### src/rtl/pc_sequencer_pkg.sv
// rtl/pc_sequencer_pkg.sv - shared state encodings and constants for the PC sequencer
package pc_sequencer_pkg;

    localparam int NBITS_DEF = 32;
    localparam int PC_INC    = 4;

    typedef enum logic [2:0] {
        ST_IDLE      = 3'd0,
        ST_RUN       = 3'd1,
        ST_STEP_WAIT = 3'd2,
        ST_STEP_EXEC = 3'd3,
        ST_DRAIN     = 3'd4,
        ST_HALTED    = 3'd5
    } seq_state_t;

endpackage

### src/rtl/pc_sequencer_if.sv
// rtl/pc_sequencer_if.sv - pipeline-side signals between the PC sequencer, hazard unit and PC register
interface pc_sequencer_if #(
    parameter int NBITS = 32
) ();

    logic             i_stall;
    logic             i_jump;
    logic [NBITS-1:0] i_jump_target;
    logic             i_branch_taken;
    logic [NBITS-1:0] i_branch_target;
    logic             i_halt;
    logic [NBITS-1:0] i_pc;
    logic [NBITS-1:0] o_npc;
    logic             o_pipe_en;
    logic             o_flush_if;

    modport master (
        input  i_stall, i_jump, i_jump_target, i_branch_taken, i_branch_target, i_halt, i_pc,
        output o_npc, o_pipe_en, o_flush_if
    );

    modport slave (
        output i_stall, i_jump, i_jump_target, i_branch_taken, i_branch_target, i_halt, i_pc,
        input  o_npc, o_pipe_en, o_flush_if
    );

endinterface

### src/rtl/pc_sequencer_pc_next_mux.sv
// rtl/pc_sequencer_pc_next_mux.sv - stall/jump/branch/PC+4 priority mux with target alignment
module pc_next_mux
    import pc_sequencer_pkg::*;
#(
    parameter int NBITS = NBITS_DEF
) (
    input  logic             en,
    input  logic             stall,
    input  logic             jump,
    input  logic [NBITS-1:0] jump_target,
    input  logic             branch_taken,
    input  logic [NBITS-1:0] branch_target,
    input  logic [NBITS-1:0] pc,
    output logic [NBITS-1:0] npc,
    output logic             redirect
);

    // Stall beats any redirect: ID re-resolves the same instruction next cycle.
    always_comb begin
        npc      = pc;
        redirect = 1'b0;
        if (en && !stall) begin
            if (jump) begin
                npc      = {jump_target[NBITS-1:2], 2'b00};
                redirect = 1'b1;
            end else if (branch_taken) begin
                npc      = {branch_target[NBITS-1:2], 2'b00};
                redirect = 1'b1;
            end else begin
                npc = pc + NBITS'(PC_INC);
            end
        end
    end

endmodule

### src/rtl/pc_sequencer.sv
// rtl/pc_sequencer.sv - run/step/drain/halt control of the program counter and pipeline enable
module pc_sequencer
    import pc_sequencer_pkg::*;
#(
    parameter int NBITS        = NBITS_DEF,
    parameter int DRAIN_CYCLES = 4,
    parameter int CNTW         = 32
) (
    input  logic            i_clk,
    input  logic            i_reset,
    input  logic            i_step_mode,
    input  logic            i_start,
    input  logic            i_step,
    pc_sequencer_if.master  bus,
    output logic            o_halted,
    output logic [2:0]      o_state,
    output logic [CNTW-1:0] o_cycles
);

    localparam int DCW = (DRAIN_CYCLES > 1) ? $clog2(DRAIN_CYCLES) : 1;
    localparam logic [DCW-1:0] DRAIN_LAST = DCW'(DRAIN_CYCLES - 1);

    seq_state_t     state;
    seq_state_t     state_nxt;
    logic [DCW-1:0] drain_cnt;
    logic           pipe_en;
    logic           fetch_en;

    always_ff @(posedge i_clk) begin
        if (i_reset) begin
            state     <= ST_IDLE;
            drain_cnt <= '0;
            o_cycles  <= '0;
        end else begin
            state <= state_nxt;
            if (state == ST_DRAIN && drain_cnt != DRAIN_LAST)
                drain_cnt <= drain_cnt + DCW'(1);
            else
                drain_cnt <= '0;
            if (pipe_en)
                o_cycles <= o_cycles + CNTW'(1);
        end
    end

    always_comb begin
        state_nxt = state;
        pipe_en   = 1'b0;
        case (state)
            ST_IDLE: begin
                if (i_start)
                    state_nxt = i_step_mode ? ST_STEP_WAIT : ST_RUN;
            end
            ST_RUN: begin
                pipe_en = 1'b1;
                if (bus.i_halt)
                    state_nxt = ST_DRAIN;
            end
            ST_STEP_WAIT: begin
                if (i_step)
                    state_nxt = ST_STEP_EXEC;
            end
            ST_STEP_EXEC: begin
                pipe_en   = 1'b1;
                state_nxt = bus.i_halt ? ST_DRAIN : ST_STEP_WAIT;
            end
            ST_DRAIN: begin
                pipe_en = 1'b1;
                if (drain_cnt == DRAIN_LAST)
                    state_nxt = ST_HALTED;
            end
            ST_HALTED: state_nxt = ST_HALTED;
            default:   state_nxt = ST_IDLE;
        endcase
    end

    // While draining, older instructions retire but fetch stays frozen and redirects are dropped.
    assign fetch_en = pipe_en && (state != ST_DRAIN);

    pc_next_mux #(.NBITS(NBITS)) u_next_mux (
        .en            (fetch_en),
        .stall         (bus.i_stall),
        .jump          (bus.i_jump),
        .jump_target   (bus.i_jump_target),
        .branch_taken  (bus.i_branch_taken),
        .branch_target (bus.i_branch_target),
        .pc            (bus.i_pc),
        .npc           (bus.o_npc),
        .redirect      (bus.o_flush_if)
    );

    assign bus.o_pipe_en = pipe_en;
    assign o_state       = state;
    assign o_halted      = (state == ST_HALTED);

endmodule

### src/flat_wrapper.sv
// flat-port wrapper written by rule: the top's interface ports become plain ports
module pc_sequencer_flat import pc_sequencer_pkg::*;
#(
    parameter int NBITS        = NBITS_DEF,
    parameter int DRAIN_CYCLES = 4,
    parameter int CNTW         = 32
)
  (i_clk, i_reset, i_step_mode, i_start, i_step, o_halted, o_state, o_cycles, bus_i_stall, bus_i_jump, bus_i_jump_target, bus_i_branch_taken, bus_i_branch_target, bus_i_halt, bus_i_pc, bus_o_npc, bus_o_pipe_en, bus_o_flush_if);
  pc_sequencer_if #(.NBITS(NBITS)) bus_i ();
  input  logic i_clk;
  input  logic i_reset;
  input  logic i_step_mode;
  input  logic i_start;
  input  logic i_step;
  output logic o_halted;
  output logic [2:0] o_state;
  output logic [CNTW-1:0] o_cycles;
  input wire logic [$bits(bus_i.i_stall)-1:0] bus_i_stall;
  input wire logic [$bits(bus_i.i_jump)-1:0] bus_i_jump;
  input wire logic [$bits(bus_i.i_jump_target)-1:0] bus_i_jump_target;
  input wire logic [$bits(bus_i.i_branch_taken)-1:0] bus_i_branch_taken;
  input wire logic [$bits(bus_i.i_branch_target)-1:0] bus_i_branch_target;
  input wire logic [$bits(bus_i.i_halt)-1:0] bus_i_halt;
  input wire logic [$bits(bus_i.i_pc)-1:0] bus_i_pc;
  output wire logic [$bits(bus_i.o_npc)-1:0] bus_o_npc;
  output wire logic [$bits(bus_i.o_pipe_en)-1:0] bus_o_pipe_en;
  output wire logic [$bits(bus_i.o_flush_if)-1:0] bus_o_flush_if;
  assign bus_i.i_stall = bus_i_stall;
  assign bus_i.i_jump = bus_i_jump;
  assign bus_i.i_jump_target = bus_i_jump_target;
  assign bus_i.i_branch_taken = bus_i_branch_taken;
  assign bus_i.i_branch_target = bus_i_branch_target;
  assign bus_i.i_halt = bus_i_halt;
  assign bus_i.i_pc = bus_i_pc;
  assign bus_o_npc = bus_i.o_npc;
  assign bus_o_pipe_en = bus_i.o_pipe_en;
  assign bus_o_flush_if = bus_i.o_flush_if;
  pc_sequencer #(.NBITS(NBITS), .DRAIN_CYCLES(DRAIN_CYCLES), .CNTW(CNTW)) u_core (.i_clk(i_clk), .i_reset(i_reset), .i_step_mode(i_step_mode), .i_start(i_start), .i_step(i_step), .bus(bus_i), .o_halted(o_halted), .o_state(o_state), .o_cycles(o_cycles));
endmodule
### config.mk
export PLATFORM = sky130hd
export DESIGN_NAME = pc_sequencer_flat
export DESIGN_NICKNAME = d
export VERILOG_FILES = /design/src/rtl/pc_sequencer_pkg.sv /design/src/rtl/pc_sequencer_if.sv /design/src/rtl/pc_sequencer_pc_next_mux.sv /design/src/rtl/pc_sequencer.sv /design/src/flat_wrapper.sv
export SDC_FILE = /design/constraint.sdc
export NUM_CORES = 1
export LEC_CHECK = 0
export CAP_MARGIN = 20
export CORE_MARGIN = 3
export CORE_UTILIZATION = 43
export CTS_CLUSTER_SIZE = 24
export DETAILED_ROUTE_END_ITERATION = 10
export PLACE_DENSITY_LB_ADDON = 0.05
export SETUP_SLACK_MARGIN = 0.4
export SLEW_MARGIN = 5
export SYNTH_ARGS = -nofsm -noshare
export SYNTH_HDL_FRONTEND = slang
export SYNTH_SLANG_ARGS = --single-unit
### constraint.sdc
create_clock -name i_clk -period 4.3 [get_ports i_clk]
set_clock_uncertainty 0.05 [all_clocks]
set_input_delay 0.86 -clock i_clk [delete_from_list [all_inputs] [get_ports i_clk]]
set_output_delay 0.86 -clock i_clk [all_outputs]
set_load 0.01 [all_outputs]
# Word-level counts from Yosys, hierarchy flattened
# Index checks and enable logic that the tools add are counted.
[word_totals]
ff_bits = 37
input_bits = 105
output_inout_bits = 70
elab_cells = 41
[op_classes]
n_addsub = 3
n_eq_ne = 12
n_mux = 14
bitwise_logic = 1
reduce_logical = 8
[ops]
columns = ["cell", "n"]
rows = [
  ["$mux W32", 3],
  ["$add A32 B1 Y32 const B", 1],
  ["$add A32 B3 Y32 const B", 1],
  ["$pmux W3 S6", 1],
  ["$mux W3", 5],
  ["$ne A2 B2 Y1 const B", 5],
  ["$eq A3 B2 Y1 const B", 2],
  ["$eq A3 B3 Y1 const B", 2],
  ["$mux W1", 4],
  ["$reduce_and A4 Y1", 1],
  ["$eq A3 B1 Y1 const B", 1],
  ["$logic_and A1 B1 Y1", 3],
  ["$logic_not A3 Y1", 1],
  ["$ne A3 B3 Y1 const B", 1],
  ["$reduce_or A3 Y1", 1],
  ["$add A2 B1 Y2 const B", 1],
  ["$eq A2 B2 Y1 const B", 1],
  ["$mux W2", 1],
  ["$reduce_or A2 Y1", 1],
  ["$logic_not A1 Y1", 1],
  ["$not A1 Y1", 1],
]

# Logic depth before layout (Yosys ltp)
[logic_depth]
ltp_word = 6
depth_mapped = 7
depth_no_buf = 6

# Modules after synthesis
# A second synthesis with hierarchy kept.
[unflattened]
hier_cells = 474
area_unflattened_um2 = 3433.3
[modules_own_cells]
columns = ["mod", "instances", "cells_each", "area_per_inst_um2", "seq_area_each_um2"]
rows = [
  ["pc_sequencer", 1, 218, 1926.8, 740.7],
  ["pc_next_mux", 1, 256, 1506.4, 0.0],
]

# Worst setup path after synthesis
# OpenSTA, ideal clock, no wires.
[synth_timing]
kind = "input -> output"
startpoint = "input bus_i_pc[10]"
endpoint = "output bus_o_npc[21]"
arrival_ps = 2579
path_slack_ps = 811
stages = 7
cell_sequence = "buf_2 nand4_2 or4_1 buf_2 or4_4 o31ai_2 o2bb2ai_1"
[synth_between]
elab_chain_cells = 4
[synth_rtl]
columns = ["element", "line_no", "text"]
rows = [
  ["start, declared", "flat_wrapper.sv:24", "input wire logic [$bits(bus_i.i_pc)-1:0] bus_i_pc;"],
  ["$add A32 B3 Y32", "pc_sequencer_pc_next_mux.sv:30", "npc = pc + NBITS'(PC_INC);"],
  ["$mux W32", "pc_sequencer_pc_next_mux.sv:26", "end else if (branch_taken) begin"],
  ["$mux W32", "pc_sequencer_pc_next_mux.sv:23", "if (jump) begin"],
  ["$mux W32", "pc_sequencer_pc_next_mux.sv:22", "if (en && !stall) begin"],
  ["end, declared", "flat_wrapper.sv:25", "output wire logic [$bits(bus_i.o_npc)-1:0] bus_o_npc;"],
]
# Every way passes these cells.

# Final worst setup path
[layout_timing]
startpoint = "input bus_i_pc[14]"
endpoint = "output bus_o_npc[29]"
# Same word-level chain as after synthesis.

==> impl_metrics.env <==
export IMPL_status="complete, no violations"
export IMPL_fp_dieH_um=91.82
export IMPL_worst_pin_slew_ns=0.5498
export IMPL_clk_latency_ns=0.28
export IMPL_placed_cells=733
export IMPL_grt_max_degree=38
export IMPL_crit_type="primary input to output pin"
export IMPL_die_area_sq_mm=0.008430
export IMPL_period_share_pct=89.17
export IMPL_area_growth_pct=69.06
export IMPL_synth_edff_count=0
export IMPL_antenna_found_initial=0
export IMPL_clock_sinks=37
export IMPL_drv_slew=0
export IMPL_drt_pass1_iterations=5
export IMPL_cp_slowest_cell="or4_4"
export IMPL_async_reset_ff_share_pct=0
export IMPL_pwr_density_cell_mw_per_mm2=192.1
export IMPL_peakVddDrop_v=0.0002305
export IMPL_cts_tree="built"
export IMPL_ios=175
export IMPL_syn_avg_cell_area_sq_um=6.991
export IMPL_path_max_fanout=6
export IMPL_final_cell_mix="clkdlybuf4s50_1, nor2_1, buf_4, dfxtp_1, a21oi_1"
export IMPL_portBuffers=170
export IMPL_rows=30
export IMPL_setup_viol=0
export IMPL_yosys_warnings=0
export IMPL_critPathCaptureType="output pin"
export IMPL_synth_ff_type="dfxtp_1"
export IMPL_critPathArrivalTime_ns=2.92
export IMPL_grt_usage_pct=27.35
export IMPL_n_fill_cell=578
export IMPL_first_global_vias=4066
export IMPL_drv_cap=0
export IMPL_worst_path_buf_inv=3
export IMPL_regToRegSetupSlack_ns=2.14
export IMPL_ys_seq_elements=37
export IMPL_grt_overflow=0
export IMPL_cts_max_level=2
export IMPL_hpwlAfterDp_mm=9.029
export IMPL_cts_root_buf="clkbuf_8"
export IMPL_layout_cells_non_filler=743
export IMPL_fin_area_sq_mm=0.005354
export IMPL_core_area_sq_mm=0.006982
export IMPL_hold_viol=0
export IMPL_gp_congestion=0.8759
export IMPL_via_count=4191
export IMPL_yosysSeqAreaShare_pct=23.39
export IMPL_drc=0
export IMPL_viasPerCell=5.641
export IMPL_rsz0062_at_grt="true"
export IMPL_fmax_mhz=260.8
export IMPL_clk_path_buf_depth=2
export IMPL_drive_above_1_share_pct=13.45
export IMPL_cts_hold_buf=0
export IMPL_wl_mm=11.84
export IMPL_critPathTopFamily="simple AND/OR/NAND/NOR gates"
export IMPL_critPathLaunchType="primary input"
export IMPL_dpl_instance_area_sq_mm=0.005210
export IMPL_syn_area_sq_mm=0.003167
export IMPL_worstPathCellList="clkdlybuf4s50_1 > nand3_2 > or4_4 > nor3_4 > buf_6 > nand3_1 > and3_1 > dlygate4sd2_1"
export IMPL_required_ns=3.39
export IMPL_clk_pin_slew_ns=0.07
export IMPL_p_leak_uw=0.001974
export IMPL_syn_inst=453
export IMPL_maxSlewHeadroom_pct=63.24
export IMPL_layout_commonest_cell="clkdlybuf4s50_1"
export IMPL_final_net_count=755
export IMPL_grt_pass1_wl_mm=19.38
export IMPL_drtIter0Drc=202
export IMPL_synth_nets=561
export IMPL_cts_buffers=5
export IMPL_initial_core_util_pct=45.36
export IMPL_die_x_um=91.82
export IMPL_wire_per_inst_um=15.94
export IMPL_final_min_clock_period_ns=3.834
export IMPL_synth_cell_types=54
export IMPL_antenna_cells=0
export IMPL_hp_class="flop to flop"
export IMPL_slowest_delay_ns=0.58
export IMPL_ant_nets=0
-- per-layer routing --
layer	share of wire [%]	wire length, um	global-route usage (%)
met5	0	0	0
met4	3.1	371	8.416
met3	7.8	926	6.563
met2	47	5543	45.65
met1	42	4998	34.77
-- cells by family after synthesis --
| family | share of synthesized area [%] |
|---|---|
| xor+xnor | 10.51 |
| buf+inv | 5.689 |
| compound gates | 25.05 |
| fa+ha+maj | 1.185 |
| mux | 1.580 |
| flops | 23.39 |
| simple gates | 32.60 |
-- worst paths after layout --
kind,cells after the start,to,startpoint
min,1,u_core.drain_cnt[0],u_core.drain_cnt[0]
min reg2reg,1,u_core.drain_cnt[0],u_core.drain_cnt[0]
max,8,bus_o_npc[29],bus_i_pc[14]
max reg2reg,5,u_core.o_cycles[29],u_core.o_cycles[4]
-- cell type report --
class,count,area (sq um),share of cell area (%)
Tap cell,96,120.1,2.244
Sequential cell,37,740.7,13.84
Multi-Input combinational cell,369,2326,43.44
Clock buffer,7,86.33,1.613
Inverter,15,56.30,1.052
Timing Repair Buffer,219,2024,37.81
-- sequential cells by signal, indices dropped and copies added, names as in the netlist --
signal,cells
u_core.o_cycles,32
u_core.o_state,3
u_core.drain_cnt,2
-- through the flow --
step / worst slack (ns) / TNS (ns) / util (%) / hold slack, ns / power, uW
2_1_floorplan: 0.8111 / 0 / - / 0.3538 / 551.6
3_3_place_gp: -0.1109 / -0.3672 / 74.62 / 0.3622 / 795.2
3_5_place_dp: -0.1326 / -0.4042 / 74.62 / 0.3834 / 803.8
4_1_cts: 0.3439 / 0 / 76.00 / 0.3936 / 1031
5_1_grt: 0.3915 / 0 / 76.68 / 0.4155 / 1088
6_report: 0.4659 / 0 / 76.68 / 0.3888 / 1028
-- synth_stat cells (3+ instances only) --
| library cell | count | area share [%] |
|---|---|---|
| a221oi_1 | 8 | 2.2 |
| nor3_1 | 22 | 3.5 |
| and3_1 | 14 | 2.8 |
| a2bb2oi_1 | 5 | 1.4 |
| ha_1 | 3 | 1.2 |
| a21oi_1 | 35 | 5.5 |
| or3_1 | 8 | 1.6 |
| nand2_1 | 33 | 3.9 |
| dfxtp_1 | 37 | 23 |
| a22oi_1 | 4 | 0.95 |
| nor2b_1 | 4 | 0.79 |
| nor4_1 | 7 | 1.4 |
| nand4_1 | 7 | 1.4 |
| nor2_1 | 60 | 7.1 |
| o22ai_1 | 11 | 2.2 |
| clkbuf_1 | 25 | 3.0 |
| a31oi_1 | 4 | 0.79 |
| xnor2_1 | 32 | 8.9 |
| xor2_1 | 6 | 1.7 |
| a211o_1 | 3 | 0.83 |
| buf_2 | 3 | 0.47 |
| buf_1 | 4 | 0.47 |
| inv_1 | 15 | 1.8 |
| o21ai_0 | 30 | 4.7 |
| mux2i_1 | 5 | 1.6 |
| nand2b_1 | 4 | 0.79 |
| and4_1 | 6 | 1.7 |
| nand3_1 | 19 | 3.0 |
| a221o_1 | 4 | 1.3 |
-- where the power goes --
part | internal (uW) | switching, uW | total [uW]
Sequential | 351 | 16.6 | 368
Combinational | 232 | 187 | 419
Clock | 127 | 114 | 241
-- repair_timing --
item | 4_1_cts | 5_1_grt
setup buffers | 1 | 2
setup endpoints to repair | 24 | 18
gates resized for setup | 44 | 23
pin swaps | 1 | 4
cloned | 0 | 0
(Power assumes the default switching activity.)
